File: src/rtl/wm_extract.sv
// Receive-side difference-expansion watermark extractor: recovers one bit per R pair
// and, when `WM_RESTORE_EN is defined, restores the original R pixels bit-exactly.
module wm_extract #(
    parameter int WM_BITS = 64
) (
    input  logic       HCLK,
    input  logic       HRESET,
    input  logic       VSYNC,
    input  logic       IN_VALID,
    input  logic [7:0] DATA_R0,
    input  logic [7:0] DATA_R1,
    input  logic [7:0] DATA_G0,
    input  logic [7:0] DATA_B0,
    input  logic [7:0] DATA_G1,
    input  logic [7:0] DATA_B1,
    output logic       OUT_VALID,
    output logic [7:0] OUT_R0,
    output logic [7:0] OUT_R1,
    output logic [7:0] OUT_G0,
    output logic [7:0] OUT_B0,
    output logic [7:0] OUT_G1,
    output logic [7:0] OUT_B1,
    output logic [7:0] WM_BYTE,
    output logic       WM_BYTE_VALID,
    output logic       EXTRACT_DONE,
    output logic [1:0] dbg_state_o
);

    typedef enum logic [1:0] {
        ST_IDLE    = 2'd0,
        ST_EXTRACT = 2'd1,
        ST_PASS    = 2'd2
    } state_t;

    localparam logic [15:0] LAST_IDX = 16'(WM_BITS - 1);

    state_t      state_q, state_d;
    logic [15:0] pair_cnt_q, pair_cnt_d;
    logic        accept, in_ext, in_last;
    logic [15:0] in_idx;

    // Classification is decided when a pair is accepted and travels with it.
    assign accept  = IN_VALID && (VSYNC || state_q != ST_IDLE);
    assign in_ext  = VSYNC || state_q == ST_EXTRACT;
    assign in_idx  = VSYNC ? 16'd0 : pair_cnt_q;
    assign in_last = in_ext && (in_idx == LAST_IDX);
    assign dbg_state_o = state_q;

    always_comb begin
        state_d    = state_q;
        pair_cnt_d = pair_cnt_q;
        if (VSYNC) begin
            state_d    = (accept && in_last) ? ST_PASS : ST_EXTRACT;
            pair_cnt_d = accept ? 16'd1 : 16'd0;
        end else begin
            if (accept && pair_cnt_q != 16'hFFFF) pair_cnt_d = pair_cnt_q + 16'd1;
            if (state_q == ST_EXTRACT && accept && in_last) state_d = ST_PASS;
        end
    end

    always_ff @(posedge HCLK) begin
        if (HRESET) begin
            state_q    <= ST_IDLE;
            pair_cnt_q <= 16'd0;
        end else begin
            state_q    <= state_d;
            pair_cnt_q <= pair_cnt_d;
        end
    end

    logic       s1_valid_q, s1_ext_q, s1_last_q, s1_bit_q;
    logic [7:0] s1_r0_q, s1_r1_q, s1_g0_q, s1_b0_q, s1_g1_q, s1_b1_q;

    always_ff @(posedge HCLK) begin
        if (HRESET) begin
            s1_valid_q <= 1'b0;
            s1_ext_q   <= 1'b0;
            s1_last_q  <= 1'b0;
            s1_bit_q   <= 1'b0;
            s1_r0_q    <= 8'd0;
            s1_r1_q    <= 8'd0;
            s1_g0_q    <= 8'd0;
            s1_b0_q    <= 8'd0;
            s1_g1_q    <= 8'd0;
            s1_b1_q    <= 8'd0;
        end else begin
            s1_valid_q <= accept;
            if (accept) begin
                s1_ext_q  <= in_ext;
                s1_last_q <= in_last;
                s1_bit_q  <= DATA_R0[0] ^ DATA_R1[0];
                s1_r0_q   <= DATA_R0;
                s1_r1_q   <= DATA_R1;
                s1_g0_q   <= DATA_G0;
                s1_b0_q   <= DATA_B0;
                s1_g1_q   <= DATA_G1;
                s1_b1_q   <= DATA_B1;
            end
        end
    end

    logic [7:0] out_r0, out_r1;

`ifdef WM_RESTORE_EN
    logic [7:0]        s1_l_q;
    logic signed [8:0] s1_hp_q;
    logic signed [8:0] in_hp;
    logic signed [9:0] h10, l10, r0_w, r1_w;

    assign in_hp = $signed({1'b0, DATA_R0}) - $signed({1'b0, DATA_R1});

    always_ff @(posedge HCLK) begin
        if (HRESET) begin
            s1_l_q  <= 8'd0;
            s1_hp_q <= 9'sd0;
        end else if (accept) begin
            s1_l_q  <= 8'(({1'b0, DATA_R0} + {1'b0, DATA_R1}) >> 1);
            s1_hp_q <= in_hp;
        end
    end

    function automatic logic [7:0] clamp8(input logic signed [9:0] v);
        if (v < 10'sd0) return 8'd0;
        else if (v > 10'sd255) return 8'd255;
        else return v[7:0];
    endfunction

    // h = floor(h'/2); both restore terms use floor shifts so the pair inverts exactly.
    assign h10  = $signed({s1_hp_q[8], s1_hp_q}) >>> 1;
    assign l10  = $signed({2'b00, s1_l_q});
    assign r0_w = l10 + ((h10 + 10'sd1) >>> 1);
    assign r1_w = l10 - (h10 >>> 1);

    assign out_r0 = s1_ext_q ? clamp8(r0_w) : s1_r0_q;
    assign out_r1 = s1_ext_q ? clamp8(r1_w) : s1_r1_q;
`else
    assign out_r0 = s1_r0_q;
    assign out_r1 = s1_r1_q;
`endif

    logic [2:0] bit_cnt_q;
    logic [7:0] sh_q, sh_next, byte_out;
    logic       ext_fire, byte_end;

    // A VSYNC edge drops the bit of an old-frame pair still in stage 1.
    assign ext_fire = s1_valid_q && s1_ext_q && !VSYNC;
    assign sh_next  = {sh_q[6:0], s1_bit_q};
    assign byte_end = ext_fire && (bit_cnt_q == 3'd7 || s1_last_q);
    assign byte_out = sh_next << (3'd7 - bit_cnt_q);

    always_ff @(posedge HCLK) begin
        if (HRESET) begin
            OUT_VALID     <= 1'b0;
            OUT_R0        <= 8'd0;
            OUT_R1        <= 8'd0;
            OUT_G0        <= 8'd0;
            OUT_B0        <= 8'd0;
            OUT_G1        <= 8'd0;
            OUT_B1        <= 8'd0;
            WM_BYTE       <= 8'd0;
            WM_BYTE_VALID <= 1'b0;
            EXTRACT_DONE  <= 1'b0;
            bit_cnt_q     <= 3'd0;
            sh_q          <= 8'd0;
        end else begin
            OUT_VALID <= s1_valid_q;
            if (s1_valid_q) begin
                OUT_R0 <= out_r0;
                OUT_R1 <= out_r1;
                OUT_G0 <= s1_g0_q;
                OUT_B0 <= s1_b0_q;
                OUT_G1 <= s1_g1_q;
                OUT_B1 <= s1_b1_q;
            end
            WM_BYTE_VALID <= byte_end;
            if (byte_end) WM_BYTE <= byte_out;
            if (VSYNC) begin
                bit_cnt_q    <= 3'd0;
                sh_q         <= 8'd0;
                EXTRACT_DONE <= 1'b0;
            end else if (ext_fire) begin
                sh_q      <= sh_next;
                bit_cnt_q <= bit_cnt_q + 3'd1;
                if (byte_end && s1_last_q) EXTRACT_DONE <= 1'b1;
            end
        end
    end

endmodule

File: config.mk
export PLATFORM = sky130hd
export DESIGN_NAME = wm_extract
export DESIGN_NICKNAME = d
export VERILOG_FILES = /design/src/rtl/wm_extract.sv
export SDC_FILE = /design/constraint.sdc
export NUM_CORES = 1
export LEC_CHECK = 0
export ABC_AREA = 1
export BUFFER_PORTS_ARGS = -buffer_cell sky130_fd_sc_hd__buf_4
export CAP_MARGIN = 10
export CORE_MARGIN = 2
export CORE_UTILIZATION = 50
export CTS_CLUSTER_DIAMETER = 100
export DETAILED_ROUTE_END_ITERATION = 10
export GPL_ROUTABILITY_DRIVEN = 1
export PLACE_DENSITY = 0.82
export SYNTH_ARGS = -nofsm -noshare
export SYNTH_HDL_FRONTEND = slang
export SYNTH_SLANG_ARGS = --single-unit
File: constraint.sdc
create_clock -name HCLK -period 2.4 [get_ports HCLK]
set_clock_uncertainty 0.15 [all_clocks]
set_input_delay 0.36 -clock HCLK [delete_from_list [all_inputs] [get_ports HCLK]]
set_output_delay 0.36 -clock HCLK [all_outputs]
set_load 0.01 [all_outputs]
# Word level (Yosys, flattened, before mapping)
# Cells that the tools add are included.
dict set report totals {
  output_inout_bits 61
  regBits 139
  in_bits 52
  elab_cells 59
}
dict set report classes {
  n_eq_ne 4
  n_mux 7
  shift 1
  bitwise 1
  n_reduce_logical 19
  addsub 3
}
# cell n
set ops {}
lappend ops {{16-bit 2-to-1 mux} 3}
lappend ops {{16-bit by 1-bit adder with 16-bit output (second input constant)} 1}
lappend ops {{16-bit by 6-bit equality test with 1-bit output (second input constant)} 1}
lappend ops {{16-bit inequality test (second input constant)} 1}
lappend ops {{1-bit logical AND} 10}
lappend ops {{8-bit by 3-bit left shift with 8-bit output} 1}
lappend ops {{2-bit 2-to-1 mux} 3}
lappend ops {{2-bit nonzero test} 3}
lappend ops {{3-bit by 1-bit adder with 3-bit output (second input constant)} 1}
lappend ops {{3-bit equality test (second input constant)} 1}
lappend ops {{1-bit logical OR} 3}
lappend ops {{3-bit subtractor (first input constant)} 1}
lappend ops {{2-bit by 1-bit equality test with 1-bit output (second input constant)} 1}
lappend ops {{2-bit AND reduction} 1}
lappend ops {{2-bit OR reduction} 1}
lappend ops {{1-bit logical NOT} 1}
lappend ops {{1-bit 2-to-1 mux} 1}
lappend ops {{1-bit bitwise XOR} 1}

# Longest topological paths before layout
dict set report logic_depth {
  depth_word 7
  mapped_depth 10
  mapped_depth_nobuf 9
}

# Least setup slack after synthesis
# OpenSTA, ideal clock, no wires.
dict set report synth_path {
  path_kind {reg-to-reg}
  from {reg pair_cnt_q[1]}
  to {reg pair_cnt_q[0]}
  n_path_buf 1
  period_less_slack_ps 1562
  required_ps 2118
  stages_incl_launch_ff 10
  slack_ps 838
  t_arrival_ps 1279
  cell_sequence {dfxtp_1 -> ha_1 -> nand2_2 -> nor2_4 -> nand2_2 -> o21ai_2 -> nand2_1 -> buf_6 -> nand2_1 -> a21oi_1}
}
dict set report synth_via {
  elab_chain_len 3
}
# element line_no
set synth_rtl {}
lappend synth_rtl {{from (decl)} 38} ;# logic [15:0] pair_cnt_q, pair_cnt_d;
lappend synth_rtl {{from (signal assigned)} 67} ;# pair_cnt_q <= pair_cnt_d;
lappend synth_rtl {{16-bit inequality test} 56} ;# if (accept && pair_cnt_q != 16'hFFFF) pair_cnt_d = pair_cnt_q + 16'd1;
lappend synth_rtl {{1-bit logical AND} 56}
lappend synth_rtl {{2-bit nonzero test (no line)} -}
# Every way passes these cells.
# A chain may end at the register's enable or synchronous reset.

# Worst setup path in the final report
dict set report layout_path {
  from {in IN_VALID}
  to {reg s1_bit_q}
}
dict set report layout_via {
  elab_chain_len 1
}
# element line_no
set layout_rtl {}
lappend layout_rtl {{from (decl)} 9} ;# input logic IN_VALID,
lappend layout_rtl {{1-bit logical AND} 43} ;# assign accept = IN_VALID && (VSYNC || state_q != ST_IDLE);
lappend layout_rtl {{to (signal assigned)} 91} ;# s1_bit_q <= DATA_R0[0] ^ DATA_R1[0];
lappend layout_rtl {{to (decl)} 71} ;# logic s1_valid_q, s1_ext_q, s1_last_q, s1_bit_q;
# Every way passes these cells.

==> results.toml <==
[global_route]
grt_max_degree = 65
overflow = 0
antenna_found_initial = 0
grt_pass1_vias = 5207
grt_pass1_wl_um = 23980
grt_use_total_pct = 25.38

[final_layout]
seqCellArea_um2 = 2783
nets = 966
fillerInstances = 844
antennaDiodeCount = 0
areaGrowthSynthToFinish_pct = 36.03
multi_input_area_um2 = 2430
drive_gt1_share_pct = 18.94

[power_and_ir_drop]
ir_drop_mv = 0.5458
powerDensity_nw_per_um2 = 743.5
power_leakage_nw = 3.407
finalPower_w = 0.005602

[synth]
yosysTopAreaCellShare_pct = 50.24
synth-edff-count = 0
synth_area_um2 = 5539
syn_inst = 762
async_flop_share_pct = 0
ys_ff_latch = 139
yosysSeqAreaShare_pct = 50.24
synth.distinct_cells = 30
yosysTopAreaCell = "dfxtp_1"
synth_area_leaders = "dfxtp_1 50%, nor2_1 16%, o21ai_0 10%"
synth_top_flop_cell = "dfxtp_1"
synth_most_common_cell = "nor2_1"
synth.avg_cell_area_um2 = 7.269
synthTopCellsByCount = "235 x nor2_1, 139 x dfxtp_1, 113 x o21ai_0"
yosysWarnings = 0
synth_fp_nets = 817

[worst_setup_path]
arrival_ps = 2460
startpoint_type = "input pin"
max_stage_delay_ps = 580
crit_path_end_kind = "flip-flop"
cp.buffers_inverters = 5
path_cells = "dlygate4sd3_1 -> buf_4 -> inv_1 -> a21oi_4 -> buf_4 -> nand3_1 -> dlygate4sd3_1 -> nand2_1 -> a31oi_1"
critical_path_class = "input pin to flip-flop"
required_ps = 2650
cpLargestDelayFamily = "buffers and inverters"
critPathMaxFanout = 39
crit_slowest_cell = "dlygate4sd3_1"

[placed_design]
dp_hpwl_um = 8710
port_buffers = 112
place_congestion = 0.9006

[floorplan]
dieWidth_um = 109.3
rows = 38
dieArea_um2 = 11940
core_area_um2 = 10840
initial_utilization_pct = 51.10
dieHeight_um = 109.3
io_pins = 113

[routing]
postRouteWirelength_um = 14780
drt_first_pass_iters = 5
antenna_left = 0
vias = 5497
via_per_inst = 5.166
route.detailed.drc = 0
wire_per_inst_um = 13.89
drt_iter0_drc = 413

[cts]
cts.reportedPaths.clkPinSlew_ps = 70
ctsHtreeMaxLevel = 4
clock-root-buffer = "clkbuf_8"
worstSkewPairLatency_ps = 520
numCtsBuffers = 17
clk_path_buf_depth = 2
cts_tree = "yes"
clock_sinks = 139

[timing]
report.final.setup_viol = 0
timing.final.crit_share_pct = 92.03
tns_ps = 0
max_freq_mhz = 452.8
max_slew_margin_pct = 60.89
final_hold_viol_count = 0
tightestPinTransition_ps = 584.4
finalMaxSlewViolations = 0
grt_setup_unrepaired = "false"
period_needed_ps = 2209
hold-worst-slack_ps = 18.45

[hold_path]
hold_class = "input pin to flip-flop"

[run]
drv_cap = 0

[run_status]
outcome = "finished clean"
worst min-delay path, stage by stage:
cell	delay, ps
buf_4	120
nand2_1	80
a21oi_1	70
report_power, final:
part           leakage, nW  internal [W]  switching, W
Clock                0.274       0.00145       0.00111
Sequential            1.14       0.00243     0.0000653
Combinational         1.99      0.000258      0.000295
Total                 3.41       0.00413       0.00147
worst paths after layout:
| kind | from | end | slack [ps] | depth (start not counted) |
|---|---|---|---|---|
| min | DATA_R0[0] | out_r0[0]$_SDFFE_PP0P_ | 20 | 3 |
| max reg2reg | pair_cnt_q[1]$_SDFFE_PP0P_ | pair_cnt_q[11]$_SDFFE_PP0P_ | 260 | 9 |
| min reg2reg | EXTRACT_DONE$_SDFFE_PP0P_ | EXTRACT_DONE$_SDFFE_PP0P_ | 310 | 2 |
| max | IN_VALID | s1_bit_q$_SDFFE_PP0P_ | 190 | 9 |
final cells by class:
type                            count  area share (%)
Clock buffer                       18           5.679
Clock inverter                     14           2.043
Inverter                           39           1.943
Multi-Input combinational cell    543           32.25
Sequential cell                   139           36.93
Tap cell                          140           2.325
Timing Repair Buffer              171           18.83
per-stage QoR:
step	cells	area, um2	setup slack (ps)	utilization, %
after detailed placement	983	6460	154.7	59.59
after global placement	983	6460	221.5	59.59
after global routing	1064	7535	25.85	69.51
after floorplan	762	5539	838.3	-
after CTS	1064	7532	137.7	69.48
final	1064	7535	191.3	69.51
flip-flops by register name (all words and copies together) (netlist names), 3 cells and up:
name and cells:
pair_cnt_q 16, OUT_B0 8, OUT_R0 8, WM_BYTE 8, s1_b1_q 8, out_r1 8
s1_g0_q 8, out_r0 8, bit_cnt_q 3, sh_q 7, s1_g1_q 8, OUT_G1 8
OUT_B1 8, s1_b0_q 8, OUT_G0 8, OUT_R1 8
metal layers:
layer	part of all wire, %	GRT usage [%]
met5	0	0
met3	5.6	5.738
met4	2.1	10.76
met2	51	42.64
met1	41	31.30
placed cells by master, fill, tap and decap left out, types with 2 or more instances in the layout:
| cell type | Yosys | routed |
|---|---|---|
| nor2_1 | 235 | 235 |
| dfxtp_1 | 139 | 139 |
| buf_4 | 1 | 121 |
| o21ai_0 | 113 | 113 |
| nand2_1 | 89 | 88 |
| dlygate4sd3_1 | 0 | 49 |
| nand3_1 | 36 | 36 |
| inv_1 | 33 | 33 |
| a21oi_1 | 31 | 31 |
| clkbuf_16 | 0 | 16 |
| nand2_2 | 5 | 6 |
| inv_2 | 4 | 5 |
| xor2_1 | 5 | 5 |
| nand4_1 | 4 | 4 |
| clkinvlp_4 | 0 | 4 |
| inv_6 | 0 | 4 |
| o211ai_1 | 3 | 3 |
| nor2_2 | 3 | 3 |
| nor2_4 | 3 | 3 |
| ha_1 | 3 | 3 |
| inv_8 | 0 | 3 |
| o21ai_2 | 2 | 2 |
| and2_1 | 2 | 2 |
| a31oi_1 | 2 | 2 |
| nor3_1 | 2 | 2 |
| clkbuf_8 | 0 | 2 |
kinds of logic after synthesis:
logic type,after synthesis,share of synthesized area (%)
AO/OA/AOI/OAI,154,14.52
buffers and inverters,80,5.941
flip-flops,139,50.24
adder cells (fa/ha/maj),3,0.6777
AND/OR/NAND/NOR,381,27.83
XOR/XNOR,5,0.7906
what timing repair did:
action | 4_1_cts | 5_1_grt
endpoints found under the setup margin | 0 | 2
setup buffers | 0 | 0
hold endpoints to repair | 49 | 0
resized for setup | 0 | 1
hold buffers | 49 | 0
Note: power is estimated with default switching activity, not from simulation.
